==> config.mk <==
export PLATFORM = sky130hd
export DESIGN_NAME = sol32lsu
export DESIGN_NICKNAME = d
export VERILOG_FILES = /design/src/rtl/sol32lsu.sv
export SDC_FILE = /design/constraint.sdc
export NUM_CORES = 1
export LEC_CHECK = 0
export ABC_AREA = 1
export ABC_CLOCK_PERIOD_IN_PS = 2660
export CAP_MARGIN = 20
export CORE_UTILIZATION = 50
export DETAILED_ROUTE_END_ITERATION = 8
export PLACE_DENSITY = 0.82
export SLEW_MARGIN = 25
export SYNTH_ARGS = -nofsm -noshare
export SYNTH_HDL_FRONTEND = slang
export SYNTH_SLANG_ARGS = --single-unit
==> constraint.sdc <==
create_clock -name Clock -period 2.66 [get_ports Clock]
set_clock_uncertainty 0.2 [all_clocks]
set_input_delay 0.798 -clock Clock [delete_from_list [all_inputs] [get_ports Clock]]
set_output_delay 0.798 -clock Clock [all_outputs]
set_load 0.005 [all_outputs]
==> src/rtl/sol32lsu.sv <==
// sol32lsu: turns core load/store requests into one or two word-aligned bus beats, splitting misaligned accesses
module sol32lsu (
  input  logic        Clock,
  input  logic        Reset,
  input  logic        ReadEnable,
  input  logic        WriteEnable,
  input  logic [1:0]  DataWidth,
  input  logic [31:0] MemoryAddress,
  input  logic [31:0] DataOut,
  output logic [31:0] DataIn,
  output logic        Stall,
  output logic        Fault,
  output logic        BusRequest,
  output logic        BusWrite,
  output logic [31:0] BusAddress,
  output logic [3:0]  BusByteEnable,
  output logic [31:0] BusWriteData,
  input  logic [31:0] BusReadData,
  input  logic        BusReady,
  input  logic        BusError
);
  typedef enum logic [1:0] {IDLE, BEAT0, BEAT1, DONE} state_t;
  state_t      state_q, state_d;
  logic [1:0]  off_q, off_d;
  logic [31:0] dm_q, dm_d;
  logic [3:0]  lhi_q, lhi_d;
  logic [31:0] whi_q, whi_d;
  logic [31:0] lo_q, lo_d;
  logic [31:0] data_in_q, data_in_d;
  logic        fault_q, fault_d;
  logic        bus_req_q, bus_req_d;
  logic        bus_wr_q, bus_wr_d;
  logic [31:0] bus_addr_q, bus_addr_d;
  logic [3:0]  bus_be_q, bus_be_d;
  logic [31:0] bus_wd_q, bus_wd_d;
  logic        req, bad;
  logic [3:0]  mask;
  logic [31:0] dmask, ld;
  logic [7:0]  lanes;
  logic [63:0] wvec, rvec, rsh;
  // lane/data placement for the incoming request and load extraction from returning beats
  always_comb begin
    req   = ReadEnable | WriteEnable;
    bad   = (ReadEnable & WriteEnable) | (DataWidth == 2'b11);
    mask  = DataWidth == 2'b00 ? 4'b0001 : DataWidth == 2'b01 ? 4'b0011 : 4'b1111;
    dmask = {{8{mask[3]}}, {8{mask[2]}}, {8{mask[1]}}, {8{mask[0]}}};
    lanes = {4'b0000, mask} << MemoryAddress[1:0];
    wvec  = {32'b0, DataOut & dmask} << {MemoryAddress[1:0], 3'b000};
    rvec  = state_q == BEAT1 ? {BusReadData, lo_q} : {32'b0, BusReadData};
    rsh   = rvec >> {off_q, 3'b000};
    ld    = rsh[31:0] & dm_q;
  end
  // next state and next registered outputs
  always_comb begin
    state_d    = state_q;
    off_d      = off_q;
    dm_d       = dm_q;
    lhi_d      = lhi_q;
    whi_d      = whi_q;
    lo_d       = lo_q;
    data_in_d  = data_in_q;
    fault_d    = 1'b0;
    bus_req_d  = bus_req_q;
    bus_wr_d   = bus_wr_q;
    bus_addr_d = bus_addr_q;
    bus_be_d   = bus_be_q;
    bus_wd_d   = bus_wd_q;
    case (state_q)
      IDLE: begin
        if (req && bad) begin
          state_d   = DONE;
          fault_d   = 1'b1;
          data_in_d = '0;
        end else if (req) begin
          state_d    = BEAT0;
          off_d      = MemoryAddress[1:0];
          dm_d       = dmask;
          lhi_d      = lanes[7:4];
          whi_d      = wvec[63:32];
          bus_req_d  = 1'b1;
          bus_wr_d   = WriteEnable;
          bus_addr_d = {MemoryAddress[31:2], 2'b00};
          bus_be_d   = lanes[3:0];
          bus_wd_d   = wvec[31:0];
        end
      end
      BEAT0: begin
        if (BusReady) begin
          bus_req_d = 1'b0;
          lo_d      = BusReadData;
          if (BusError) begin
            state_d   = DONE;
            fault_d   = 1'b1;
            data_in_d = '0;
          end else if (lhi_q != 4'b0000) begin
            state_d    = BEAT1;
            bus_req_d  = 1'b1;
            bus_addr_d = bus_addr_q + 32'd4;
            bus_be_d   = lhi_q;
            bus_wd_d   = whi_q;
          end else begin
            state_d   = DONE;
            data_in_d = bus_wr_q ? '0 : ld;
          end
        end
      end
      BEAT1: begin
        if (BusReady) begin
          bus_req_d = 1'b0;
          state_d   = DONE;
          fault_d   = BusError;
          data_in_d = (BusError | bus_wr_q) ? '0 : ld;
        end
      end
      default: state_d = IDLE;
    endcase
  end
  // state and output registers, cleared by the active-low synchronous reset
  always_ff @(posedge Clock) begin
    if (!Reset) begin
      state_q    <= IDLE;
      off_q      <= '0;
      dm_q       <= '0;
      lhi_q      <= '0;
      whi_q      <= '0;
      lo_q       <= '0;
      data_in_q  <= '0;
      fault_q    <= 1'b0;
      bus_req_q  <= 1'b0;
      bus_wr_q   <= 1'b0;
      bus_addr_q <= '0;
      bus_be_q   <= '0;
      bus_wd_q   <= '0;
    end else begin
      state_q    <= state_d;
      off_q      <= off_d;
      dm_q       <= dm_d;
      lhi_q      <= lhi_d;
      whi_q      <= whi_d;
      lo_q       <= lo_d;
      data_in_q  <= data_in_d;
      fault_q    <= fault_d;
      bus_req_q  <= bus_req_d;
      bus_wr_q   <= bus_wr_d;
      bus_addr_q <= bus_addr_d;
      bus_be_q   <= bus_be_d;
      bus_wd_q   <= bus_wd_d;
    end
  end
  assign DataIn        = data_in_q;
  assign Fault         = fault_q;
  assign BusRequest    = bus_req_q;
  assign BusWrite      = bus_wr_q;
  assign BusAddress    = bus_addr_q;
  assign BusByteEnable = bus_be_q;
  assign BusWriteData  = bus_wd_q;
  assign Stall         = Reset & req & (state_q != DONE);
endmodule

# After elaboration in Yosys (flattened, before gate mapping)
# Index checks and enable logic that the tools add are counted.
[op_classes] addsub=1 n_reduce_logical=12 n_shift=3 bitwise_logic=9 mux=48 n_eq_ne=14
[op_table] cell="32-bit 2-to-1 mux" count=17
[op_table] cell="32-bit one-hot mux with 2 select lines" count=2
[op_table] cell="32-bit one-hot mux with 3 select lines" count=1
[op_table] cell="32-bit AND" count=2
[op_table] cell="64-bit 2-to-1 mux" count=1
[op_table] cell="32-bit by 5-bit << shifter with 64-bit output" count=1
[op_table] cell="64-bit by 5-bit right shift with 32-bit output" count=1
[op_table] cell="32-bit by 3-bit adder with 32-bit output, second input constant" count=1
[op_table] cell="4-bit 2-to-1 mux" count=7
[op_table] cell="2-bit inequality test, second input constant" count=8
[op_table] cell="1-bit 2-to-1 mux" count=12
[op_table] cell="5-bit AND reduction" count=2
[op_table] cell="2-bit 2-to-1 mux" count=4
[op_table] cell="4-bit one-hot mux with 2 select lines" count=1
[op_table] cell="4-bit by 2-bit << shifter with 8-bit output" count=1
[op_table] cell="3-bit inequality test, second input constant" count=2
[op_table] cell="1-bit one-hot mux with 3 select lines" count=2
[op_table] cell="2-bit one-hot mux with 3 select lines" count=1
[op_table] cell="3-bit AND reduction" count=2
[op_table] cell="6-bit AND reduction" count=1
[op_table] cell="2-bit by 1-bit equality test with 1-bit output, second input constant" count=2
[op_table] cell="2-bit equality test, second input constant" count=2
[op_table] cell="2-bit logical NOT" count=2
[op_table] cell="4-bit nonzero test" count=1
[op_table] cell="7 further kinds" count=11
[totals] in_bits=104 ff_bits=200

# Longest topological paths before layout
# Gate-level depths: netlist (run 1).
[depth] depth_word=9 depth_mapped=13 depth_no_buf=12

# Worst setup path after synthesis (run 1)
# Ideal clock, no wire load.
[synth_path] path_type="input to output" from="input port Reset" to="output port Stall" cell_stages=3 setup_slack_ns=0.441 t_arrival_ns=1.221 path_cell_list="inv_1 or2_2 nor2_1"
[synth_between] elab_chain_len=2
[synth_lines] element="start: declaration" line="4" text="input logic Reset,"
[synth_lines] element="1-bit AND (2 in a row)" line="157" text="assign Stall = Reset & req & (state_q != DONE);"
[synth_lines] element="end: declaration" line="11" text="output logic Stall,"
# Every way passes these cells.

# Worst setup path in the final report (run 1)
[layout_path] from="input port WriteEnable" to="output port Stall"
[layout_between] elab_chain_len=3
[layout_lines] element="start: declaration" line="6" text="input logic WriteEnable,"
[layout_lines] element="1-bit OR" line="43" text="req = ReadEnable | WriteEnable;"
[layout_lines] element="1-bit AND (2 in a row)" line="157"
# Every way passes these cells.

==> results of run 1 <==
-- final cells by class --
type	count	area, um^2	share of cell area (%)
inverter	137	514	4.11
clock inverter	14	156	1.25
timing repair buffer	263	2590	20.7
sequential	167	3340	26.7
clock buffer	18	429	3.43
multi-input combinational	1131	5200	41.5
tap	229	287	2.29
-- synth_stat cells (all sizes together), types with 5 or more instances --
library cell	count
nor2	168
a21oi	174
ha	6
mux2i	9
o211ai	10
a22oi	8
clkbuf	49
o221ai	6
o21bai	5
o21ai	186
o22ai	6
o21a	9
buf	48
dfxtp	167
inv	137
nand2	441
nand3	73
-- stage by stage --
step	utilization [%]	TNS, ps
after floorplan	-	0
after global placement	65.2	-2760
after detailed placement	65.2	-8670
after CTS	68.5	0
after global routing	68.5	0
final	68.5	0
-- state kept, by name (all words and copies together) (netlist names) --
register	cells
lhi_q	3
DataIn	32
lo_q	32
BusRequest	1
BusWriteData	32
whi_q	24
Fault	1
BusWrite	1
dm_q	3
BusByteEnable	4
state_q	2
BusAddress	30
off_q	2
-- timing repair --
action                     CTS  global route
buffers inserted             1             0
resized for setup            6             2
setup endpoints to repair    1             2
pin swaps                    2             0
-- cell families after synthesis --
family,count (synthesis),share of synthesized area [%]
AO/OA/AOI/OAI,413,23.3
flip-flops,167,35.3
multiplexers,9,0.950
other,1,0.0396
AND/OR/NAND/NOR,700,29.5
adder cells (fa/ha/maj),6,0.792
buffers and inverters,234,10.1
XOR/XNOR,1,0.0924
-- report_power, final --
group	switching (W)	internal (W)	total [W]
clock	0.00117	0.00134	0.00251
sequential	0.000566	0.00324	0.00381
combinational	0.00349	0.00271	0.00620
-- critical path, stage by stage --
cell	delay [ps]
clkdlybuf4s50_1	510
nor2_2	60
nor2_1	100
buf_2	120
-- final timing paths --
check	start	to	slack [ps]	cells after the start
max	WriteEnable	Stall	80	4
min	lo_q[28]$_SDFFE_PN0P_	lo_q[28]$_SDFFE_PN0P_	260	2
max reg2reg	state_q[1]$_SDFFE_PN0P_	BusAddress[13]$_SDFFE_PN0P_	350	12
min reg2reg	lo_q[28]$_SDFFE_PN0P_	lo_q[28]$_SDFFE_PN0P_	260	2
-- per-layer routing --
metal,up-vias,share of wire [%],wire (um)
li1,5348,-,-
met2,602,46,14100
met1,4872,42,13000
met5,-,0,0
met3,86,8.8,2710
met4,0,3.2,992
==> metrics, run 1 <==
outcome=complete, no violations; worst-margin pin slew=964 ps; Die W=140 um; Core ar.=0.0183 mm^2; Data arrival, critical path=1580 ps; synthesized flop and latch total=167; layout cells sized above 1=6.59%; Root Driver=clkbuf_16; part of the cycle the worst path needs=96.9%; Pins Over Slew Limit=0; EDFF count, synth=0; post-route ant nets=0; grt peak-use layer=met2; Total Power=0.0125 W; Nets=1,827; antenna violations before repair=0; synth-to-layout area growth=32.1%; Die Span Y=140 um; Async S/R FF share, synth=0%; first-pass GRT wire length=49,800 um; CP Launch Type=primary input; Iteration-0 DRC Markers=1,266; MaxCap Viol Count=0; sequential area share after synthesis=35.3%; Reg clk slew, reported paths=70 ps; Filler cells=1,611; routing usage on met3=5.99%; type of the worst setup path=in -> out; maximum vdd drop=0.000795 V; TritonCTS buffer count=17; Tmin final=2580 ps; cell taking the most area after synthesis=dfxtp_1; global placement routability congestion=0.946; Tot GR Track Use=31.7%; antenna diode instance count=0; Initial Util=51.9%; Synth top area share=35.3%; most frequent cells in the layout=nand2_1 (440), clkdlybuf4s50_1 (203), o21ai_0 (178), a21oi_1 (173), dfxtp_1 (166); Placed Cells=1,926; Distinct cells, synth=41; fmax=388 MHz; Post-DP Area=0.0119 mm^2; largest net degree at the start of global routing=101; PD cells=1000 mW/mm^2; CTS tree=built; Lkg Pwr=5.04 nW; DP Worst Slack=-301 ps; GRT overflow=0; Synth Instances=1,531; most common cell after layout, fill and taps aside=nand2_1; RSZ-0062 raised after global routing=false; Hold Path Class=reg -> reg; Avg Cell Area, Syn=6.19 um^2; final instance area=0.0125 mm^2; YS warnings=0; crit path max fanout=2; Ports=208; Worst Hold Slack=256 ps; Hold Buf Count CTS=0; Vias=10,900; routed wire length=30,800 um; first drt pass iteration count=6; met1 global-route usage=41.1%; Remaining DRCs=0; Critical Path End Type=primary output; Longest Clk Path Bufs=2; H-tree Lvls=4; setup slack after layout=83.7 ps; DR vias/cell=5.57; Worst Path Required=1660 ps; Sink Count=167; Std-Cell Rows=49; Post-DP HPWL=21,700 um; die area=0.0195 mm^2; IO Port Bufs=205; Final Hold Violating Endpoints=0; final setup fails=0; largest cells by area after synthesis=dfxtp_1 (35%), nand2_1 (17%), o21ai_0 (9.4%); worst-skew pair later-pin latency=430 ps; top_reg_cell synth=dfxtp_1; Slew HR=35.7%; Finished Layout Cells=1,959; synthesized area=0.00948 mm^2; met2 Use GR=51.1%; WL per Instance=15.7 um; vias in the first global route=10,100
Power figures use the tool's default switching activity.
==> run 2: changes to the inputs <==
Settings changed: SKIP_CTS_REPAIR_TIMING set to 1.
==> metrics, run 2 (synthesized netlist as in run 1, its figures left out) <==
Pins Over Slew Limit=0 (unchanged); FF-to-FF Start=state_q[0]$_SDFFE_PN0P_ (was state_q[1]$_SDFFE_PN0P_); uppermost routed layer=met4 (unchanged); met2 wire length=14,100 um (unchanged); Die W=140 um (unchanged); Data arrival, critical path=1630 ps (was 1580 ps); layout cells sized above 1=6.54% (was 6.59%); setup_tns=0 ps (unchanged); routed wire length=30,800 um (about the same); vias in the first global route=10,100 (about the same); MaxCap Viol Count=0 (unchanged); Reg clk slew, reported paths=70 ps (about the same); most common cell after layout, fill and taps aside=nand2_1 (unchanged); largest net degree at the start of global routing=101 (unchanged); part of the cycle the worst path needs=98.6% (was 96.9%); Lkg Pwr=5.05 nW (was 5.04 nW); worst-case reg-to-reg path depth=9 (was 12); worst-skew pair later-pin latency=440 ps (was 430 ps); maximum vdd drop=0.000799 V (was 0.000795 V); worst-margin pin slew=982 ps (was 964 ps); Post-Route Utilization=68.5% (about the same); Vias=10,900 (about the same); Remaining DRCs=0 (unchanged); FF-to-FF setup slack=210 ps (was 350 ps); outcome=complete, no violations (unchanged); first drt pass iteration count=6 (unchanged); Root Driver=clkbuf_16 (unchanged); Worst Path Required=1660 ps (about the same); antenna violations before repair=0 (unchanged); Post-DP HPWL=21,700 um (unchanged); global placement routability congestion=0.946 (unchanged); fmax=381 MHz (was 388 MHz); Iteration-0 DRC Markers=1,095 (was 1,266); metal3 WL=2840 um (was 2710 um); CTS tree=built (unchanged); Slew HR=34.5% (was 35.7%); M1 wire length=12,900 um (was 13,000 um); Die Span Y=140 um (unchanged); DR vias/cell=5.57 (about the same); Longest Clk Path Bufs=2 (unchanged); Hold Path Sink=lo_q[28]$_SDFFE_PN0P_ (unchanged); IO Port Bufs=205 (unchanged); Final Hold Violating Endpoints=0 (unchanged); GRT overflow=0 (unchanged); crit path max fanout=2 (unchanged); TritonCTS buffer count=17 (unchanged); Tot GR Track Use=31.6% (was 31.7%); antenna diode instance count=0 (unchanged); Nets=1,826 (was 1,827); Std-Cell Rows=49 (unchanged); Hold Path Class=reg -> reg (unchanged); Tmin final=2620 ps (was 2580 ps); final setup fails=0 (unchanged); Core ar.=0.0183 mm^2 (unchanged); die area=0.0195 mm^2 (unchanged); post-route ant nets=0 (unchanged); H-tree Lvls=4 (unchanged); CP Launch Type=primary input (unchanged); HP Start=lo_q[28]$_SDFFE_PN0P_ (unchanged); PD cells=1000 mW/mm^2 (about the same); type of the worst setup path=in -> out (unchanged); synth-to-layout area growth=32.0% (was 32.1%); Critical Path End Type=primary output (unchanged); Worst R2R End=DataIn[1]$_SDFFE_PN0P_ (was BusAddress[13]$_SDFFE_PN0P_); WL per Instance=15.8 um (was 15.7 um); first-pass GRT wire length=49,700 um (was 49,800 um); most frequent cells in the layout=nand2_1 (440), clkdlybuf4s50_1 (203), o21ai_0 (178), a21oi_1 (173), dfxtp_1 (165) (was nand2_1 (440), clkdlybuf4s50_1 (203), o21ai_0 (178), a21oi_1 (173), dfxtp_1 (166)); Ports=208 (unchanged); Initial Util=51.9% (unchanged); Sink Count=167 (unchanged); Cells on Worst Hold Path=2 (unchanged)
## run 2: changes by cell type in the layout (fill, tap and decap cells not counted), sizes merged
cell	change
buf	-2
dlymetal6s2s	+1
## run 2: area by class of cell
class                           count  area, um^2
Fill cell                        1607        5760
Multi-Input combinational cell   1131        5190
Sequential cell                   167        3350
Timing Repair Buffer              262        2590
Inverter                          137         514
Clock buffer                       18         429
Tap cell                          229         287
Clock inverter                     14         156
## run 2: worst max-delay path by stage
| stage | slack, ps | startpoint | endpoint | depth (start not counted) |
|---|---|---|---|---|
| 2_1_floorplan | 440 | Reset | Stall | 3 |
| 3_3_place_gp | -280 | WriteEnable | Stall | 4 |
| 3_5_place_dp | -300 | WriteEnable | Stall | 4 |
| 4_1_cts | -330 | state_q[0]$_SDFFE_PN0P_ | Stall | 4 |
| 5_1_grt | -4 | WriteEnable | Stall | 4 |
| 6_report | 40 | WriteEnable | Stall | 4 |
## run 2: stage by stage
stage	cell area [um^2]	worst slack [ps]	hold WS [ps]	cells	power, W
5_1_grt	12500	-4.16	283	1958	0.0134
6_report	12500	36.5	255	1958	0.0125
3_5_place_dp	11900	-301	245	1926	0.00994
3_3_place_gp	11900	-278	243	1926	0.00981
2_1_floorplan	9490	441	229	1532	0.00741
4_1_cts	12500	-333	254	1958	0.0125
## run 2: power by group
part / switching [W] / total (W) / internal (W)
clock network: 0.00117 / 0.00251 / 0.00134
registers: 0.000567 / 0.00381 / 0.00325
logic: 0.00349 / 0.00619 / 0.00270
total: 0.00523 / 0.0125 / 0.00729
## run 2: critical path: stages
cell and delay [ps]:
clkdlybuf4s50_1 410, nor2_1 220, nor2_2 50, dlymetal6s2s_1 150
## run 2: routing by layer
metal / vias to the layer above / GRT usage (%)
met5: - / 0
met4: 0 / 14.0
met3: 94 / 5.99
met2: 587 / 51.0
met1: 4872 / 41.0
li1: 5350 / -
